$ cat config.mk
export PLATFORM = sky130hd
export DESIGN_NAME = cpu_boot_sequencer
export DESIGN_NICKNAME = d
export VERILOG_FILES = /design/src/rtl/cpu_boot_sequencer.sv
export SDC_FILE = /design/constraint.sdc
export NUM_CORES = 1
export LEC_CHECK = 0
export ABC_CLOCK_PERIOD_IN_PS = 4900
export CAP_MARGIN = 40
export CORE_ASPECT_RATIO = 2
export CORE_UTILIZATION = 29
export CTS_BUF_LIST = sky130_fd_sc_hd__clkbuf_8 sky130_fd_sc_hd__clkbuf_16
export DETAILED_ROUTE_END_ITERATION = 16
export HOLD_SLACK_MARGIN = 0.15
export PLACE_DENSITY = 0.5
export SETUP_SLACK_MARGIN = 0.2
export SYNTH_ARGS = -nofsm -noshare
export SYNTH_HDL_FRONTEND = slang
export SYNTH_SLANG_ARGS = --single-unit
$ cat constraint.sdc
create_clock -name clk -period 4.9 [get_ports clk]
set_clock_uncertainty 0.15 [all_clocks]
set_input_delay 0.98 -clock clk [delete_from_list [all_inputs] [get_ports clk]]
set_output_delay 0.98 -clock clk [all_outputs]
set_load 0.01 [all_outputs]
$ cat src/rtl/cpu_boot_sequencer.sv
// Boot sequencer for the Hack CPU: loads a length-prefixed program stream into
// instruction ROM, holds the CPU in reset, releases it, and freezes it on a pc self-loop.
module cpu_boot_sequencer #(
    parameter int ADDR_W     = 15,
    parameter int MAX_WORDS  = 32768,
    parameter int RST_CYCLES = 4,
    parameter int HALT_COUNT = 3,
    parameter int TIMEOUT    = 1000000
) (
    input  logic              clk,
    input  logic              reset,
    input  logic              rx_valid,
    input  logic [7:0]        rx_data,
    output logic              rx_ready,
    output logic              rom_we,
    output logic [ADDR_W-1:0] rom_addr,
    output logic [15:0]       rom_data,
    output logic              cpu_reset,
    output logic              cpu_clk_en,
    input  logic [15:0]       pc,
    output logic              halted,
    output logic              error,
    output logic [15:0]       word_count
);

    localparam int TO_W = $clog2(TIMEOUT + 1);
    localparam int RC_W = $clog2(RST_CYCLES + 1);
    localparam int HC_W = $clog2(HALT_COUNT + 1);
    localparam logic [31:0] MAX_WORDS_U = 32'(MAX_WORDS);

    typedef enum logic [2:0] {
        S_IDLE,
        S_LEN_LO,
        S_DATA_HI,
        S_DATA_LO,
        S_RST,
        S_RUN,
        S_HALTED,
        S_ERROR
    } state_e;

    state_e            state_q, state_d;
    logic [7:0]        len_hi_q, len_hi_d;
    logic [7:0]        data_hi_q, data_hi_d;
    logic [ADDR_W-1:0] idx_q, idx_d;
    logic [TO_W-1:0]   to_cnt_q, to_cnt_d;
    logic [RC_W-1:0]   rst_cnt_q, rst_cnt_d;
    logic [HC_W-1:0]   stable_q, stable_d;
    logic [15:0]       prev_pc_q, prev_pc_d;

    logic              rx_ready_q, rx_ready_d;
    logic              rom_we_q, rom_we_d;
    logic [ADDR_W-1:0] rom_addr_q, rom_addr_d;
    logic [15:0]       rom_data_q, rom_data_d;
    logic              cpu_reset_q, cpu_reset_d;
    logic              cpu_clk_en_q, cpu_clk_en_d;
    logic              halted_q, halted_d;
    logic              error_q, error_d;
    logic [15:0]       word_count_q, word_count_d;

    logic              accept;
    logic              loading;
    logic [15:0]       len_word;
    logic              len_bad;
    logic              last_word;
    logic              timeout_hit;

    assign accept      = rx_valid && rx_ready_q;
    assign loading     = (state_q == S_LEN_LO) || (state_q == S_DATA_HI) || (state_q == S_DATA_LO);
    assign len_word    = {len_hi_q, rx_data};
    assign len_bad     = (len_word == 16'd0) || (32'(len_word) > MAX_WORDS_U);
    assign last_word   = (32'(idx_q) + 32'd1) == 32'(word_count_q);
    assign timeout_hit = (to_cnt_q == TO_W'(TIMEOUT - 1));

    // Next-state, counters and ROM write port.
    always_comb begin
        // NOTE: every variable gets a default before the case so no path leaves it unassigned (no latches).
        state_d      = state_q;
        len_hi_d     = len_hi_q;
        data_hi_d    = data_hi_q;
        idx_d        = idx_q;
        word_count_d = word_count_q;
        to_cnt_d     = '0;
        rst_cnt_d    = '0;
        stable_d     = '0;
        prev_pc_d    = pc;
        rom_we_d     = 1'b0;
        rom_addr_d   = rom_addr_q;
        rom_data_d   = rom_data_q;

        case (state_q)
            S_IDLE, S_HALTED, S_ERROR: begin
                if (accept) begin
                    len_hi_d = rx_data;
                    state_d  = S_LEN_LO;
                end
            end
            S_LEN_LO: begin
                if (accept) begin
                    if (len_bad) begin
                        state_d = S_ERROR;
                    end else begin
                        word_count_d = len_word;
                        idx_d        = '0;
                        state_d      = S_DATA_HI;
                    end
                end
            end
            S_DATA_HI: begin
                if (accept) begin
                    data_hi_d = rx_data;
                    state_d   = S_DATA_LO;
                end
            end
            S_DATA_LO: begin
                if (accept) begin
                    rom_we_d   = 1'b1;
                    rom_addr_d = idx_q;
                    rom_data_d = {data_hi_q, rx_data};
                    idx_d      = idx_q + ADDR_W'(1);
                    state_d    = last_word ? S_RST : S_DATA_HI;
                end
            end
            S_RST: begin
                if (rst_cnt_q == RC_W'(RST_CYCLES - 1)) begin
                    state_d = S_RUN;
                end else begin
                    rst_cnt_d = rst_cnt_q + RC_W'(1);
                end
            end
            S_RUN: begin
                if (pc == prev_pc_q) begin
                    if (stable_q == HC_W'(HALT_COUNT - 1)) begin
                        state_d = S_HALTED;
                    end else begin
                        stable_d = stable_q + HC_W'(1);
                    end
                end
            end
            default: state_d = S_IDLE;
        endcase

        // An accept in the same cycle as expiry keeps the transfer alive.
        if (loading && !accept) begin
            if (timeout_hit) begin
                state_d = S_ERROR;
            end else begin
                to_cnt_d = to_cnt_q + TO_W'(1);
            end
        end
    end

    // Registered status outputs follow the state being entered.
    always_comb begin
        rx_ready_d   = 1'b1;
        cpu_reset_d  = 1'b1;
        cpu_clk_en_d = 1'b0;
        halted_d     = 1'b0;
        error_d      = 1'b0;
        case (state_d)
            S_RST: begin
                rx_ready_d = 1'b0;
            end
            S_RUN: begin
                rx_ready_d   = 1'b0;
                cpu_reset_d  = 1'b0;
                cpu_clk_en_d = 1'b1;
            end
            S_HALTED: begin
                cpu_reset_d = 1'b0;
                halted_d    = 1'b1;
            end
            S_ERROR: begin
                error_d = 1'b1;
            end
            default: ;
        endcase
    end

    always_ff @(posedge clk) begin
        // NOTE: non-blocking assignments so every flop samples pre-edge values.
        if (reset) begin
            state_q      <= S_IDLE;
            len_hi_q     <= '0;
            data_hi_q    <= '0;
            idx_q        <= '0;
            to_cnt_q     <= '0;
            rst_cnt_q    <= '0;
            stable_q     <= '0;
            prev_pc_q    <= '0;
            rx_ready_q   <= 1'b1;
            rom_we_q     <= 1'b0;
            rom_addr_q   <= '0;
            rom_data_q   <= '0;
            cpu_reset_q  <= 1'b1;
            cpu_clk_en_q <= 1'b0;
            halted_q     <= 1'b0;
            error_q      <= 1'b0;
            word_count_q <= '0;
        end else begin
            state_q      <= state_d;
            len_hi_q     <= len_hi_d;
            data_hi_q    <= data_hi_d;
            idx_q        <= idx_d;
            to_cnt_q     <= to_cnt_d;
            rst_cnt_q    <= rst_cnt_d;
            stable_q     <= stable_d;
            prev_pc_q    <= prev_pc_d;
            rx_ready_q   <= rx_ready_d;
            rom_we_q     <= rom_we_d;
            rom_addr_q   <= rom_addr_d;
            rom_data_q   <= rom_data_d;
            cpu_reset_q  <= cpu_reset_d;
            cpu_clk_en_q <= cpu_clk_en_d;
            halted_q     <= halted_d;
            error_q      <= error_d;
            word_count_q <= word_count_d;
        end
    end

    assign rx_ready   = rx_ready_q;
    assign rom_we     = rom_we_q;
    assign rom_addr   = rom_addr_q;
    assign rom_data   = rom_data_q;
    assign cpu_reset  = cpu_reset_q;
    assign cpu_clk_en = cpu_clk_en_q;
    assign halted     = halted_q;
    assign error      = error_q;
    assign word_count = word_count_q;

endmodule

==> qor.yml <==
period_share: 0.676
tightest_slew_ns: 0.831
end_kind: "flop"
cts.clk_slew.worst_paths_ns: 0.06
grt_start_max_net_pins: 54
grt_pass1_wl_um: 23900
synth_fa_ha_area_frac: 0.0112
cts_hold_buf: 0
synth-xor-area-share: 0.0799
fin_crit_ns: 3.31
seq_area_frac_synth: 0.458
vias: 4713
vias_per_cell: 4.79
slew_headroom: 0.445
io_buffers: 79
hold_viol: 0
n_antenna_cell: 0
num_io_pins: 80
slew_violations: 0
worstPathArrival_ns: 3.46
initial_utilization: 0.297
fmax_mhz: 302
syn_nets: 681
synth_area_mm2: 0.00559
r2r_slack_ns: 1.89
startpoint_type: "input pin"
crit_slowest_cell: "nand2_1"
crit_fanout: 15
syn_area_per_cell_um2: 8.62
core_mm2: 0.0188
min_path_type: "reg -> reg"
dpl.hpwl_um: 11100
synth-compound-area-share: 0.101
synth-async-reset-ratio: 0
routabilityCongestion: 0.843
routed_wl_um: 15100
area_growth_pct: 29.5
power_density_mw_per_mm2: 383
synth_edf_count: 0
ant_nets: 0
critical_path_class: "in -> reg"
crit_required_ns: 5.05
synthMuxAreaShare: 0.0609
synth_top_family_by_area: "simple AND/OR/NAND/NOR gates"
final_common_cell: "dfxtp_1"
antenna_found_initial: 0
numCtsBuffers: 17
hold_slack_ns: 0.258
rsz0062_at_grt: "no"
wire_per_inst_um: 15.3
synth_simple_gate_area_frac: 0.253
timing.final.ws_setup_ns: 1.59
drt_iter0_drc: 165
gr-total-overflow: 0
yosys_warnings: 0
p_leak_uw: 0.00259
htree_num_levels: 4
drive_above_1_share: 0.0673
postCtsResizedCells: 0
postCtsSetupBuffers: 0
insertion_delay_ns: 0.42
dieArea_mm2: 0.0199
final_cell_mix: "128 x dfxtp_1, 86 x nand2_1, 78 x nor2_1, 78 x clkdlybuf4s50_1, 61 x a21oi_1"
drc_errors: 0
firstDrtPassIters: 5
synth_cell_types: 49
ys.flop_type: "dfxtp_1"
peakVddDrop_mv: 0.227
synth-seq-cells: 128
first_global_vias: 4633
cts_tree: "done"
crit_path_max_incr_delay_ns: 0.56
finalSetupViolCount: 0
rows: 71
grt.total_usage: 0.160
dp_worst_setup_slack_ns: 1.06
die_x_um: 100
fp.dieH_um: 198
worstPathCellList: "clkdlybuf4s50_1 -> nor4_1 -> nand4_1 -> xor2_1 -> nand2_1 -> mux2i_1 -> nor2_1"
syn_inst: 649
final.setup.tns_ns: 0
cts.sinks: 128
clock_path_buffers: 2
status: "finished clean"
cap_viol_max_count: 0
cts-root-buf: "clkbuf_16"
final_nets: 747
critical path: cells and delay by family:
kind | cells | cell delay, ns
xor+xnor | 1 | 0.32
buf+inv | 1 | 0.55
simple gates | 4 | 1.27
mux | 1 | 0.34
worst paths after layout:
kind,from,end,cells past startpoint
setup / recovery,rx_data[2],word_count[14],7
hold / removal,stable_q[0],stable_q[0],1
setup reg to reg,idx_q[2],cpu_reset,8
hold reg to reg,stable_q[0],stable_q[0],1
stage by stage:
stage | util | power (uW) | instances | cell area [um^2]
global placement | 0.349 | 1460 | 948 | 6560
detailed placement | 0.351 | 1470 | 951 | 6620
global route | 0.385 | 2890 | 983 | 7240
CTS | 0.385 | 2810 | 983 | 7240
floorplan | - | 1350 | 649 | 5590
finish | 0.385 | 2780 | 983 | 7240
routing by layer:
layer	GRT usage	up-vias	wire length [um]
li1	-	2351	-
met1	0.151	2283	5520
met4	0.0784	0	201
met5	0	-	0
met2	0.314	71	8950
met3	0.0351	8	388
cell families (layout without fill, tap and decap cells):
group | count (synthesis) | after routing
AO/OA/AOI/OAI | 100 | 100
XOR/XNOR | 51 | 51
multiplexers | 34 | 34
adder cells (fa/ha/maj) | 5 | 5
flip-flops | 128 | 128
buffers and inverters | 47 | 126
AND/OR/NAND/NOR | 284 | 284
flip-flops by register name, indices dropped and copies added (netlist names):
| name | count |
|---|---|
| cpu_reset | 1 |
| rx_ready | 1 |
| prev_pc_q | 16 |
| idx_q | 15 |
| stable_q | 2 |
| rom_we | 1 |
| data_hi_q | 8 |
| error | 1 |
| rom_data | 16 |
| state_q | 3 |
| rom_addr | 15 |
| len_hi_q | 8 |
| rst_cnt_q | 3 |
| cpu_clk_en | 1 |
| halted | 1 |
| to_cnt_q | 20 |
| word_count | 16 |
power by group:
part / switching [uW] / internal [uW]
registers: 46.6 / 1080
logic: 169 / 144
clock network: 465 / 870
total: 680 / 2100
layout make-up:
class                           instances  area (um^2)
Sequential cell                       128         2560
Clock inverter                         13          170
Clock buffer                           19          453
Tap cell                              255          319
Inverter                                9         33.8
Multi-Input combinational cell        474         2840
Timing Repair Buffer                   85          866
Fill cell                            1994        11600
synth_stat cells, types with 3 or more instances:
cell type	n	area, um^2
buf_2	6	30.0
and2_1	4	25.0
nor4b_1	3	26.3
nor3_1	8	40.0
a21oi_1	61	305
nor2b_1	23	144
nand2b_1	4	25.0
xor2_1	22	193
nor2_1	79	297
and4_1	5	43.8
or3_1	12	75.1
a31oi_1	4	25.0
xnor2_1	29	254
o21ai_0	10	50.1
nand2_1	86	323
dfxtp_1	128	2560
ha_1	5	62.6
o21ai_1	11	55.1
nor4_1	6	37.5
clkbuf_1	27	101
inv_1	8	30.0
nand3_1	11	55.1
and3_1	13	81.3
nand4_1	13	81.3
or4_1	3	22.5
mux2i_1	34	340
Power figures use the tool's default switching activity.
